==> src/rtl/hazard_ctrl.sv <==
// Hazard controller beside the ID/EX boundary: in-flight destination scoreboard,
// registered EX forwarding selects, load-use stall, branch squash and HLT drain.
module hazard_ctrl #(
    parameter int RW           = 4,
    parameter int DRAIN_CYCLES = 3
) (
    input  logic          clk,
    input  logic          rst,
    input  logic          id_valid,
    input  logic [RW-1:0] id_rs,
    input  logic [RW-1:0] id_rt,
    input  logic          id_use_rs,
    input  logic          id_use_rt,
    input  logic [RW-1:0] id_rd,
    input  logic          id_we,
    input  logic          id_load,
    input  logic          id_hlt,
    input  logic          ex_br_taken,
    output logic          stall,
    output logic          bubble,
    output logic          flush,
    output logic [1:0]    fwd_a,
    output logic [1:0]    fwd_b,
    output logic          halted
);

    localparam int CW = (DRAIN_CYCLES > 1) ? $clog2(DRAIN_CYCLES) : 1;

    typedef enum logic [1:0] {RUN, DRAIN, HALTED} state_t;

    // Invalid slots are stored as all-zero, so a nonzero slot means in flight.
    typedef struct packed {
        logic          v;
        logic          we;
        logic [RW-1:0] rd;
        logic          load;
    } slot_t;

    state_t        state, next_state;
    logic [CW-1:0] cnt;
    slot_t         ex_slot, mem_slot, wb_slot;

    logic hit_ex_a, hit_ex_b, hit_mem_a, hit_mem_b;
    logic load_use, hlt_go, issue, pipe_busy;

    function automatic logic hit(input logic used, input logic [RW-1:0] src, input slot_t s);
        return used && (src != '0) && s.v && s.we && (s.rd == src);
    endfunction

    function automatic logic [1:0] sel(input logic h_ex, input logic h_mem);
        if (h_ex)
            return 2'b01;
        else if (h_mem)
            return 2'b10;
        else
            return 2'b00;
    endfunction

    assign hit_ex_a  = hit(id_use_rs, id_rs, ex_slot);
    assign hit_ex_b  = hit(id_use_rt, id_rt, ex_slot);
    assign hit_mem_a = hit(id_use_rs, id_rs, mem_slot);
    assign hit_mem_b = hit(id_use_rt, id_rt, mem_slot);
    assign pipe_busy = (ex_slot != '0) || (mem_slot != '0) || (wb_slot != '0);
    assign issue     = id_valid && !bubble && !flush;
    assign halted    = (state == HALTED);

    always_comb begin
        next_state = state;
        stall      = 1'b0;
        bubble     = 1'b0;
        flush      = 1'b0;
        load_use   = 1'b0;
        hlt_go     = 1'b0;
        if (rst) begin
            case (state)
                RUN: begin
                    flush    = ex_br_taken;
                    load_use = id_valid && !ex_br_taken && ex_slot.load && (hit_ex_a || hit_ex_b);
                    hlt_go   = id_valid && id_hlt && !load_use && !ex_br_taken;
                    stall    = load_use || hlt_go;
                    bubble   = load_use || ex_br_taken || hlt_go;
                    if (hlt_go)
                        next_state = DRAIN;
                end
                DRAIN: begin
                    stall  = 1'b1;
                    bubble = 1'b1;
                    if (cnt == '0 && !pipe_busy)
                        next_state = HALTED;
                end
                HALTED: begin
                    stall  = 1'b1;
                    bubble = 1'b1;
                end
                default: next_state = RUN;
            endcase
        end
    end

    always_ff @(posedge clk) begin
        if (!rst) begin
            state    <= RUN;
            cnt      <= '0;
            ex_slot  <= '0;
            mem_slot <= '0;
            wb_slot  <= '0;
            fwd_a    <= 2'b00;
            fwd_b    <= 2'b00;
        end else begin
            state    <= next_state;
            wb_slot  <= mem_slot;
            mem_slot <= ex_slot;
            if (hlt_go)
                cnt <= CW'(DRAIN_CYCLES - 1);
            else if (state == DRAIN && cnt != '0)
                cnt <= cnt - 1'b1;
            if (issue) begin
                ex_slot <= '{v: 1'b1, we: id_we, rd: id_rd, load: id_load};
                fwd_a   <= sel(hit_ex_a, hit_mem_a);
                fwd_b   <= sel(hit_ex_b, hit_mem_b);
            end else begin
                ex_slot <= '0;
                fwd_a   <= 2'b00;
                fwd_b   <= 2'b00;
            end
        end
    end

endmodule

==> config.mk <==
export PLATFORM = sky130hd
export DESIGN_NAME = hazard_ctrl
export DESIGN_NICKNAME = d
export VERILOG_FILES = /design/src/rtl/hazard_ctrl.sv
export SDC_FILE = /design/constraint.sdc
export NUM_CORES = 1
export LEC_CHECK = 0
export CAP_MARGIN = 40
export CORE_MARGIN = 3
export CORE_UTILIZATION = 50
export CTS_CLUSTER_DIAMETER = 100
export DETAILED_ROUTE_END_ITERATION = 8
export PLACE_DENSITY = 0.78
export SLEW_MARGIN = 20
export SYNTH_ARGS = -nofsm -noshare
export SYNTH_HDL_FRONTEND = slang
export SYNTH_SLANG_ARGS = --single-unit
==> constraint.sdc <==
create_clock -name clk -period 1.9 [get_ports clk]
set_input_delay 0.38 -clock clk [delete_from_list [all_inputs] [get_ports clk]]
set_output_delay 0.38 -clock clk [all_outputs]
set_load 0.02 [all_outputs]
==> results.sh, run 1 <==
export IMPL_status="complete, but fails checks"
export IMPL_failed_checks="setup timing"
export IMPL_finalSetupViolCount=2
export IMPL_ios=29
export IMPL_nFillCells=168
export IMPL_ant_nets=0
export IMPL_slew_viol_final=0
export IMPL_hpwl_mm=2.70
export IMPL_final_hold_viol_count=0
export IMPL_swShare=0.272
export IMPL_instances_no_fill=240
export IMPL_synthCells=142
export IMPL_power_frac_comb=0.178
export IMPL_htree_levels=2
export IMPL_slowest_delay_ns=0.47
export IMPL_min_path_type="reg -> reg"
export IMPL_insertion_delay_ns=0.34
export IMPL_root_buffer="clkbuf_4"
export IMPL_drt_iter0_drc=22
export IMPL_grt_max_degree=23
export IMPL_ys_types=40
export IMPL_initial_core_util=0.549
export IMPL_tightest_slew_ns=0.382
export IMPL_p_int_uw=920
export IMPL_dp_slack_ns=-1.01
export IMPL_cts_num_sinks=29
export IMPL_nets=235
export IMPL_r2r_cells=7
export IMPL_cp_end_kind="primary output"
export IMPL_cp_arrival_ns=1.75
export IMPL_cp_start_kind="input pin"
export IMPL_wl_mm=3.78
export IMPL_io_buffers=28
export IMPL_grt_pass1_wl_mm=6.44
export IMPL_die_area_mm2=0.00349
export IMPL_place_gp_congestion=0.849
export IMPL_max_freq_mhz=469
export IMPL_tns_ns=-0.410
export IMPL_path_clk_slew_ns=0.10
export IMPL_slew_headroom=0.745
export IMPL_n_antenna_cell=0
export IMPL_cts_buffers=5
export IMPL_grt_pass1_vias=1425
export IMPL_worstSetupPathType="in -> out"
export IMPL_ir_drop_v=0.000601
export IMPL_p_sw_uw=344
export IMPL_drc=0
export IMPL_period_share=1.12
export IMPL_final_cell_mix="32 x buf_4, 25 x dfxtp_1, 14 x and2_1, 14 x clkdlybuf4s50_1, 12 x nand2_1"
export IMPL_rsz0062_at_grt="true"
export IMPL_clock_skew_ns=0.0112
export IMPL_yosysWarnings=0
export IMPL_clockPowerShare=0.321
export IMPL_vias_per_cell=5.51
export IMPL_fp_dieH_um=59.1
export IMPL_synthesis_area_mm2=0.00141
export IMPL_avgSynthCellArea_um2=9.92
export IMPL_path_common_cell="o41a_1"
export IMPL_seqPwrFrac=0.501
export IMPL_rows=18
export IMPL_clockBufferDepth=2
export IMPL_synth_edff_count=0
export IMPL_cp_slowest_cell="o41a_1"
export IMPL_core_region_area_mm2=0.00257
export IMPL_antenna_found_initial=0
export IMPL_crit_path_max_fanout=3
export IMPL_placed_cells=229
export IMPL_synthArstFlopShare=0
export IMPL_grt_overflow=0
export IMPL_holdWs_ns=0.491
export IMPL_cts_tree="yes"
export IMPL_worstPathRequired_ns=1.52
export IMPL_postCtsHoldBufs=0
export IMPL_maxCapViolations=0
export IMPL_synth_ff_type="dfxtp_1"
export IMPL_path_cells="clkdlybuf4s15_2, o41a_1, nand3_2, a21oi_4, o41a_1, buf_6"
export IMPL_power_density_mw_per_mm2=611
export IMPL_wl_per_cell_um=15.8
export IMPL_final_common_cell="buf_4"
export IMPL_area_growth_pct=46.9
export IMPL_drt_pass1_iter_count=4
export IMPL_fin_ws_ns=-0.233
export IMPL_num_vias=1322
export IMPL_syn_nets=168
export IMPL_ys_ff_latch=29
export IMPL_dieWidth_um=59.1
export IMPL_worstHoldPathCells=1
export IMPL_grt_use_total=0.247
export IMPL_yosysSeqAreaShare=0.412
export IMPL_period_needed_ns=2.13
export IMPL_p_leak_nw=0.901
export IMPL_drive_gt1_frac=0.362
## flip-flops by register name (all words and copies together), names as in the netlist
register,cells
cnt,2
ex_slot,7
fwd_a,2
fwd_b,2
mem_slot,7
state,2
wb_slot,7
## power groups by stage
stage	logic [mW]	registers, mW	clock network (mW)
final	0.226	0.633	0.405
after global routing	0.244	0.635	0.442
after CTS	0.222	0.633	0.416
after detailed placement	0.219	0.647	0
after global placement	0.209	0.647	0
after floorplan	0.0980	0.644	0
## critical path: cells and delay by family
kind	cells	cell delay (ns)
AO/OA/AOI/OAI	3	0.87
buffers and inverters	2	0.35
AND/OR/NAND/NOR	1	0.14
## cell families after synthesis
group | count (synthesis) | synth area share
flip-flops | 29 | 0.412
buffers and inverters | 9 | 0.0293
AND/OR/NAND/NOR | 62 | 0.272
adder cells (fa/ha/maj) | 5 | 0.0444
AO/OA/AOI/OAI | 19 | 0.129
multiplexers | 1 | 0.00799
XOR/XNOR | 17 | 0.106
## synthesized netlist by cell type, drive strengths merged (2+ instances only)
master,number,area [um2]
inv,6,22.5
a21oi,2,13.8
nand3,3,20.0
xor2,11,96.3
o21ai,3,15.0
o211ai,2,15.0
o41a,2,22.5
clkbuf,2,7.51
nor2,9,48.8
dfxtp,29,581
and2,15,93.8
nor2b,2,12.5
nor4,8,56.3
nand2,12,45.0
ha,5,62.6
o211a,2,20.0
nand4,3,33.8
xnor2,6,52.6
nor3,5,35.0
## area by class of cell
type	instances	area, um2	area share
clock buffer	6	51.3	0.0248
multi-input combinational	104	827	0.400
clock inverter	2	13.8	0.00665
tap	30	37.5	0.0181
sequential	29	588	0.284
timing repair buffer	63	529	0.256
inverter	6	22.5	0.0109
## stage by stage
stage / util / power [mW] / instance area, um2
4_1_cts: 0.810 / 1.27 / 2080
2_1_floorplan: - / 0.742 / 1420
3_3_place_gp: 0.763 / 0.856 / 1960
6_report: 0.806 / 1.26 / 2070
5_1_grt: 0.806 / 1.32 / 2070
3_5_place_dp: 0.763 / 0.866 / 1960
## final timing paths
path                     from    endpoint  slack (ns)
setup reg to reg   ex_slot[5]  ex_slot[0]        0.05
setup / recovery     id_rs[2]      bubble       -0.23
hold / removal    mem_slot[0]  wb_slot[0]        0.49
hold reg to reg   mem_slot[0]  wb_slot[0]        0.49
## routing by layer
layer,up-vias,routed length [um],GRT usage
met2,41,1950,0.456
met5,-,0,0
met1,631,1530,0.259
met3,15,181,0.0675
li1,635,-,-
met4,0,124,0.104
## timing repair
item / CTS / global route
resized for setup: 52 / 6
buffers inserted: 3 / 0
pin swaps: 8 / 2
gates cloned: 1 / 0
endpoints found under the setup margin: 14 / 13
Note: power is estimated with default switching activity, not from simulation.
==> run 2, diff against run 1 <==
--- a/config.mk
+++ b/config.mk
@@ -6,11 +6,13 @@
 export NUM_CORES = 1
 export LEC_CHECK = 0
 export CAP_MARGIN = 40
+export CELL_PAD_IN_SITES_DETAIL_PLACEMENT = 0
+export CELL_PAD_IN_SITES_GLOBAL_PLACEMENT = 1
 export CORE_MARGIN = 3
-export CORE_UTILIZATION = 50
+export CORE_UTILIZATION = 38
 export CTS_CLUSTER_DIAMETER = 100
 export DETAILED_ROUTE_END_ITERATION = 8
-export PLACE_DENSITY = 0.78
+export PLACE_DENSITY_LB_ADDON = 0.1
 export SLEW_MARGIN = 20
 export SYNTH_ARGS = -nofsm -noshare
 export SYNTH_HDL_FRONTEND = slang
==> results.sh, run 2 (same netlist as run 1, synthesis figures left out) <==
export IMPL_postCtsHoldBufs=0
export IMPL_power_density_mw_per_mm2=639
export IMPL_final_common_cell="buf_4"
export IMPL_placed_cells=245
export IMPL_nFillCells=302
export IMPL_slew_viol_final=0
export IMPL_grt_pass1_vias=1288
export IMPL_top_regs="ex_slot: 7 flops, mem_slot: 7 flops, wb_slot: 7 flops"
export IMPL_hp_start="mem_slot[0]"
export IMPL_initial_core_util=0.409
export IMPL_wl_per_cell_um=13.9
export IMPL_vias_per_cell=4.80
export IMPL_place_gp_congestion=0.897
export IMPL_crit_path_max_fanout=3
export IMPL_cp_start_kind="input pin"
export IMPL_core_region_area_mm2=0.00344
export IMPL_fin_ws_ns=-0.164
export IMPL_p_leak_nw=0.971
export IMPL_cp_arrival_ns=1.68
export IMPL_period_needed_ns=2.06
export IMPL_grt_use_total=0.176
export IMPL_htree_levels=2
export IMPL_worstHoldPathCells=1
export IMPL_final_hold_viol_count=0
export IMPL_cts_tree="yes"
export IMPL_worstPathRequired_ns=1.52
export IMPL_reg2reg_from="ex_slot[1]"
export IMPL_drive_gt1_frac=0.409
export IMPL_final_cell_mix="35 x buf_4, 23 x dfxtp_1, 15 x and2_1, 13 x clkdlybuf4s50_1, 11 x nand2_1"
export IMPL_grt_max_degree=23
export IMPL_clockBufferDepth=2
export IMPL_num_vias=1252
export IMPL_total_power_mw=1.42
export IMPL_cts_num_sinks=29
export IMPL_rows=21
export IMPL_finalSetupViolCount=3
export IMPL_rsz0062_at_grt="true"
export IMPL_nets=240
export IMPL_path_clk_slew_ns=0.06
export IMPL_final_core_util=0.645
export IMPL_ir_drop_v=0.000416
export IMPL_drt_iter0_drc=37
export IMPL_n_antenna_cell=0
export IMPL_failed_checks="setup timing"
export IMPL_cp_end_kind="primary output"
export IMPL_drc=0
export IMPL_max_freq_mhz=485
export IMPL_design_area_mm2=0.00222
export IMPL_tns_ns=-0.271
export IMPL_status="complete, but fails checks"
export IMPL_maxCapViolations=0
export IMPL_tightest_slew_ns=0.332
export IMPL_timing_rr_end="fwd_b[1]"
export IMPL_grt_overflow=0
export IMPL_placedInstanceArea_mm2=0.00199
export IMPL_ff2ff_setup_slack_ns=-0.01
export IMPL_die_area_mm2=0.00447
export IMPL_area_growth_pct=57.6
export IMPL_grt_pass1_wl_mm=5.77
export IMPL_slew_headroom=0.778
export IMPL_antenna_found_initial=0
export IMPL_io_buffers=28
export IMPL_r2r_cells=9
export IMPL_hpwl_mm=2.67
export IMPL_drt_pass1_iter_count=4
export IMPL_period_share=1.09
export IMPL_ant_nets=0
export IMPL_cts_buffers=5
export IMPL_fp_dieH_um=66.9
export IMPL_insertion_delay_ns=0.28
export IMPL_dieWidth_um=66.9
export IMPL_root_buffer="clkbuf_8"
export IMPL_holdPathEnd="wb_slot[0]"
export IMPL_clock_skew_ns=0.00638
export IMPL_ios=29
export IMPL_instances_no_fill=261
export IMPL_worstSetupPathType="in -> out"
export IMPL_min_path_type="reg -> reg"
export IMPL_wl_mm=3.62
## run 2: layout make-up
cell class | count | area [um2] | area share
Sequential cell | 29 | 591 | 0.266
Timing Repair Buffer | 68 | 604 | 0.272
Inverter | 6 | 22.5 | 0.0101
Clock inverter | 1 | 5.00 | 0.00225
Multi-Input combinational cell | 104 | 845 | 0.380
Tap cell | 46 | 57.6 | 0.0259
Clock buffer | 7 | 96.3 | 0.0434
## run 2: what timing repair did
item                                    CTS  global route
setup buffers                             3             4
endpoints found under the setup margin   15            14
resized for setup                        63            12
pin swaps                                 7             0
gates cloned                              0             2
hold endpoints to repair                  0             0
## run 2: worst max path at each step
stage	to	slack, ns	cells after the start	startpoint
3_5_place_dp	bubble	-0.98	7	id_rt[0]
4_1_cts	bubble	-0.12	7	id_rt[2]
2_1_floorplan	bubble	-0.003	4	id_rs[0]
3_3_place_gp	bubble	-0.95	7	id_rt[0]
5_1_grt	bubble	-0.21	6	ex_slot[4]
6_report	bubble	-0.16	6	id_rs[0]
## run 2: where the power goes
group | internal (mW) | switching [mW] | total (mW)
combinational | 0.126 | 0.101 | 0.228
clock | 0.327 | 0.230 | 0.556
sequential | 0.622 | 0.0124 | 0.634
## run 2: critical path, stage by stage
cell and delay [ns]:
buf_2 0.11, o41a_1 0.45, nand3_2 0.12, a21oi_4 0.07, o41a_1 0.40, buf_6 0.15
## run 2: per-stage QoR
step	hold WS (ns)	setup slack (ns)
after detailed placement	0.463	-0.975
final	0.470	-0.164
after floorplan	0.436	-0.00252
after global placement	0.465	-0.954
after global routing	0.498	-0.208
after CTS	0.476	-0.121
## run 2: per-layer routing
| metal | part of all wire | track usage | vias up |
|---|---|---|---|
| li1 | - | - | 636 |
| met1 | 0.45 | 0.199 | 588 |
| met2 | 0.51 | 0.301 | 22 |
| met3 | 0.036 | 0.0573 | 6 |
| met4 | 0.010 | 0.0759 | 0 |
| met5 | 0 | 0 | - |
